--- src/rtl/ram_arbiter.sv ---
// ram_arbiter: two-requester single-port RAM arbiter, IDLE/ACCESS/RDWAIT FSM with registered outputs.
// Define RAM_ARB_ROUND_ROBIN_EN for round-robin contention; otherwise requester 0 has fixed priority.
module ram_arbiter #(
   parameter int ADDR_WIDTH = 4,
   parameter int MEM_WIDTH  = 16
) (
   input  logic                  Clk,
   input  logic                  Rst,
   input  logic                  Req0,
   input  logic                  Req1,
   input  logic                  We0,
   input  logic                  We1,
   input  logic [ADDR_WIDTH-1:0] Addr0,
   input  logic [ADDR_WIDTH-1:0] Addr1,
   input  logic [MEM_WIDTH-1:0]  WData0,
   input  logic [MEM_WIDTH-1:0]  WData1,
   output logic                  Gnt0,
   output logic                  Gnt1,
   output logic                  RValid0,
   output logic                  RValid1,
   output logic [MEM_WIDTH-1:0]  RData,
   output logic                  RamWrEn,
   output logic                  RamRdEn,
   output logic [ADDR_WIDTH-1:0] RamAddress,
   output logic [MEM_WIDTH-1:0]  RamWrData,
   input  logic [MEM_WIDTH-1:0]  RamRdData,
   output logic                  Busy
);
   typedef enum logic [1:0] {IDLE, ACCESS, RDWAIT} state_t;
   state_t                state_q, state_d;
   logic                  sel_q, sel_d, we_q, we_d, pick1;
   logic                  gnt0_q, gnt0_d, gnt1_q, gnt1_d;
   logic                  rvalid0_q, rvalid0_d, rvalid1_q, rvalid1_d;
   logic                  ram_wr_en_q, ram_wr_en_d, ram_rd_en_q, ram_rd_en_d, busy_q, busy_d;
   logic [ADDR_WIDTH-1:0] ram_addr_q, ram_addr_d;
   logic [MEM_WIDTH-1:0]  ram_wdata_q, ram_wdata_d, rdata_q, rdata_d;
`ifdef RAM_ARB_ROUND_ROBIN_EN
   logic                  last_q, last_d;
`endif
   always_comb begin
      state_d     = state_q;
      sel_d       = sel_q;
      we_d        = we_q;
      gnt0_d      = 1'b0;
      gnt1_d      = 1'b0;
      rvalid0_d   = 1'b0;
      rvalid1_d   = 1'b0;
      ram_wr_en_d = 1'b0;
      ram_rd_en_d = 1'b0;
      ram_addr_d  = ram_addr_q;
      ram_wdata_d = ram_wdata_q;
      rdata_d     = rdata_q;
`ifdef RAM_ARB_ROUND_ROBIN_EN
      last_d      = last_q;
      // On contention, requester 1 wins only if requester 0 was granted last
      pick1       = Req1 & (~Req0 | ~last_q);
`else
      pick1       = Req1 & ~Req0;
`endif
      case (state_q)
         IDLE: if (Req0 | Req1) begin
            state_d     = ACCESS;
            sel_d       = pick1;
            we_d        = pick1 ? We1 : We0;
            gnt0_d      = ~pick1;
            gnt1_d      = pick1;
            ram_wr_en_d = we_d;
            ram_rd_en_d = ~we_d;
            ram_addr_d  = pick1 ? Addr1 : Addr0;
            ram_wdata_d = pick1 ? WData1 : WData0;
`ifdef RAM_ARB_ROUND_ROBIN_EN
            last_d      = pick1;
`endif
         end
         ACCESS: state_d = we_q ? IDLE : RDWAIT;
         RDWAIT: begin
            state_d   = IDLE;
            rdata_d   = RamRdData;
            rvalid0_d = ~sel_q;
            rvalid1_d = sel_q;
         end
         default: state_d = IDLE;
      endcase
      busy_d = state_d != IDLE;
   end
   always_ff @(posedge Clk) begin
      if (Rst) begin
         state_q     <= IDLE;
         sel_q       <= 1'b0;
         we_q        <= 1'b0;
         gnt0_q      <= 1'b0;
         gnt1_q      <= 1'b0;
         rvalid0_q   <= 1'b0;
         rvalid1_q   <= 1'b0;
         ram_wr_en_q <= 1'b0;
         ram_rd_en_q <= 1'b0;
         ram_addr_q  <= '0;
         ram_wdata_q <= '0;
         rdata_q     <= '0;
         busy_q      <= 1'b0;
`ifdef RAM_ARB_ROUND_ROBIN_EN
         last_q      <= 1'b1;
`endif
      end else begin
         state_q     <= state_d;
         sel_q       <= sel_d;
         we_q        <= we_d;
         gnt0_q      <= gnt0_d;
         gnt1_q      <= gnt1_d;
         rvalid0_q   <= rvalid0_d;
         rvalid1_q   <= rvalid1_d;
         ram_wr_en_q <= ram_wr_en_d;
         ram_rd_en_q <= ram_rd_en_d;
         ram_addr_q  <= ram_addr_d;
         ram_wdata_q <= ram_wdata_d;
         rdata_q     <= rdata_d;
         busy_q      <= busy_d;
`ifdef RAM_ARB_ROUND_ROBIN_EN
         last_q      <= last_d;
`endif
      end
   end
   assign Gnt0       = gnt0_q;
   assign Gnt1       = gnt1_q;
   assign RValid0    = rvalid0_q;
   assign RValid1    = rvalid1_q;
   assign RData      = rdata_q;
   assign RamWrEn    = ram_wr_en_q;
   assign RamRdEn    = ram_rd_en_q;
   assign RamAddress = ram_addr_q;
   assign RamWrData  = ram_wdata_q;
   assign Busy       = busy_q;
endmodule

--- config.mk ---
export PLATFORM = sky130hd
export DESIGN_NAME = ram_arbiter
export DESIGN_NICKNAME = d
export VERILOG_FILES = /design/src/rtl/ram_arbiter.sv
export SDC_FILE = /design/constraint.sdc
export NUM_CORES = 1
export LEC_CHECK = 0
export CAP_MARGIN = 20
export CELL_PAD_IN_SITES_DETAIL_PLACEMENT = 2
export CELL_PAD_IN_SITES_GLOBAL_PLACEMENT = 2
export CORE_MARGIN = 2
export CORE_UTILIZATION = 21
export DETAILED_ROUTE_END_ITERATION = 7
export PLACE_DENSITY = 0.84
export SLEW_MARGIN = 20
export SYNTH_ARGS = -nofsm -noshare
export SYNTH_HDL_FRONTEND = slang
export SYNTH_SLANG_ARGS = --single-unit
--- constraint.sdc ---
create_clock -name Clk -period 1.8 [get_ports Clk]
set_input_delay 0.45 -clock Clk [delete_from_list [all_inputs] [get_ports Clk]]
set_output_delay 0.45 -clock Clk [all_outputs]
set_load 0.02 [all_outputs]
==> impl_metrics.tcl <==
set metrics [dict create \
    outcome "finished, final reports clean" \
    period_minus_slack_ns 1.73 \
    synth-seq-cells 47 \
    syn_inst 218 \
    dieHeight_um 97.3 \
    syn_area_per_cell_um2 8.38 \
    p_per_area_nw_per_um2 841 \
    clock-skew-final_ns 0.00931 \
    ctsHoldBuffers 0 \
    ioPinCount 105 \
    grt_pass1_vias 2189 \
    place_area_um2 3030 \
    cp.depth 1 \
    routedWlPerCell_um 15.4 \
    r2r_setup_slack_ns 0.29 \
    h-tree-depth 2 \
    crit_start "RamAddress[2]" \
    die-width_um 97.3 \
    hpwl_um 5010 \
    grt_util_all_layers 0.143 \
    worstPathCellList "clkdlybuf4s50_1" \
    synth.most_common_cell "nand2_1" \
    grt_start_max_net_pins 23 \
    finalSetupViolCount 0 \
    synth_common_cells "nand2_1, dfxtp_1, a21oi_1" \
    drive_gt1_frac 0.0862 \
    crit_type "reg -> out" \
    cts_buffers 5 \
    drc 0 \
    synthXorXnorAreaFrac 0 \
    final_cell_area_um2 3150 \
    grt_pass1_wl_um 11000 \
    cts_tree "built" \
    die_area_um2 9460 \
    synth_flop_cell "dfxtp_1" \
    crit_family "buffers and inverters" \
    synth_edf_count 0 \
    synth_top_cell_by_area "dfxtp_1" \
    gp_congestion 0.688 \
    critPathArrivalTime_ns 1.28 \
    place_ws_ns -0.0720 \
    rsz0062_at_grt "false" \
    crit_buf_inv 1 \
    grt_overflow 0 \
    yosys.area_share.adder 0 \
    fin_util 0.367 \
    syn_area_um2 1830 \
    cp.required_ns 1.35 \
    cp_max_fo 2 \
    slew_viol_final 0 \
    r2r_end "RData[5]" \
    synth_warnings 0 \
    grt_antenna_before_repair 0 \
    portBuffers 104 \
    finalWirelength_um 6670 \
    antennaDiodeCount 0 \
    std_cell_rows 34 \
    synthTopCellsByArea "dfxtp_1, nand2_1, a21oi_1" \
    clock_latency_ns 0.30 \
    max-slew-margin-rel 0.474 \
    path_clk_slew_ns 0.09 \
    ctsResizeCount 0 \
    hold_viol_final 0 \
    min_period_over_period 0.960 \
    drv_cap 0 \
    viasPerCell 4.60 \
    clock_path_buffers 2 \
    drt-pass1-iter-count 4 \
    synth_mux_area_frac 0.00548 \
    synth_top_family_by_area "compound AO/OA/AOI/OAI gates" \
    synthSimpleGateAreaFrac 0.199 \
    vias 1990 \
    start_util 0.213 \
    ant_nets 0 \
    setup_slack_ns 0.0714 \
    area_delta_synth_final_pct 72.5 \
    max_stage_delay_ns 0.61 \
    drt-initial-drc-count 26 \
    synth_top_area_frac 0.515 \
    rr_startpoint "state_q[0]" \
    synth_compound_area_frac 0.218 \
    core_um2 8590 \
    max_freq_mhz 579 \
    worst_setup_path_end_kind "output port" \
    hp-class "in -> reg" \
    r2r_cells 3 \
    worst_slew_pin_slew_ns 0.789 \
    synth_fp_nets 280 \
    cts_setup_buffers 0 \
    hold_ws_ns 0.421 \
    vdd_ir_drop_max_v 0.000301 \
    yosysUniqueCellTypes 27 \
    nets 386 \
    crit_path_top_delay_cell "clkdlybuf4s50_1" \
    start_kind "flop" \
    power.leakage_nw 1.16 \
    cp-endpoint "RamAddress[2]" \
    cts_sinks 47 \
    synth-async-reset-ratio 0 \
    ys_seq_area_frac 0.515 \
    ctsRootBufferMaster "clkbuf_8" \
]
-- cell families after synthesis --
| logic type | count (synthesis) |
|---|---|
| mux | 1 |
| compound gates | 62 |
| flops | 47 |
| simple gates | 87 |
| buf+inv | 21 |
-- metal layers --
| layer | vias up | GRT usage | share of wire |
|---|---|---|---|
| met1 | 952 | 0.164 | 0.41 |
| met2 | 74 | 0.254 | 0.50 |
| li1 | 956 | - | - |
| met5 | - | 0 | 0 |
| met4 | 0 | 0.0395 | 0.013 |
| met3 | 8 | 0.0453 | 0.076 |
-- how the worst min path moves through the flow --
stage / start / endpoint / slack, ns / cells after the start
after floorplan: we_q / state_q[1] / 0.41 / 1
after global placement: we_q / state_q[1] / 0.43 / 1
after detailed placement: we_q / state_q[1] / 0.44 / 1
after CTS: Rst / RamWrData[13] / 0.41 / 2
after global routing: Rst / we_q / 0.43 / 2
final: Rst / RamWrData[13] / 0.42 / 2
-- where the power goes --
part	switching (mW)	total, mW	internal, mW	leakage (nW)
combinational	0.307	0.664	0.357	0.708
clock	0.369	0.819	0.450	0.0612
sequential	0.0474	1.17	1.12	0.386
total	0.723	2.65	1.93	1.16
-- area by class of cell --
class	instances	area, um^2
clock inverter	2	35.0
clock buffer	6	82.6
tap	108	135
timing repair buffer	118	1180
fill	942	5440
inverter	2	7.51
multi-input combinational	150	772
sequential	47	941
-- registers in the layout, summed over array words and instances (netlist names) --
signal / cells
Busy: 1
Gnt0: 1
Gnt1: 1
RData: 16
RValid0: 1
RValid1: 1
RamAddress: 4
RamRdEn: 1
RamWrData: 16
RamWrEn: 1
sel_q: 1
state_q: 2
we_q: 1
-- metrics by stage --
step	setup TNS, ns	cells	total power [mW]
3_3_place_gp	0	425	1.85
2_1_floorplan	0	218	1.48
3_5_place_dp	-0.722	425	1.87
6_report	0	433	2.65
5_1_grt	0	433	2.79
4_1_cts	0	433	2.69
-- worst reg2reg max path: stages, from the launching register on --
cell	delay, ns
dfxtp_1	0.42
nand2b_1	0.65
nand2_1	0.14
a21oi_1	0.21
-- cell usage in the layout, fill, tap and decap left out, types with 2 or more instances in the layout --
cell type / n
clkdlybuf4s50_1: 103
nand2_1: 72
dfxtp_1: 47
a21oi_1: 37
a311oi_1: 20
buf_4: 11
clkbuf_8: 6
nor2_1: 4
buf_12: 3
nand2b_1: 2
inv_1: 2
Note: power is estimated with default switching activity, not from simulation.
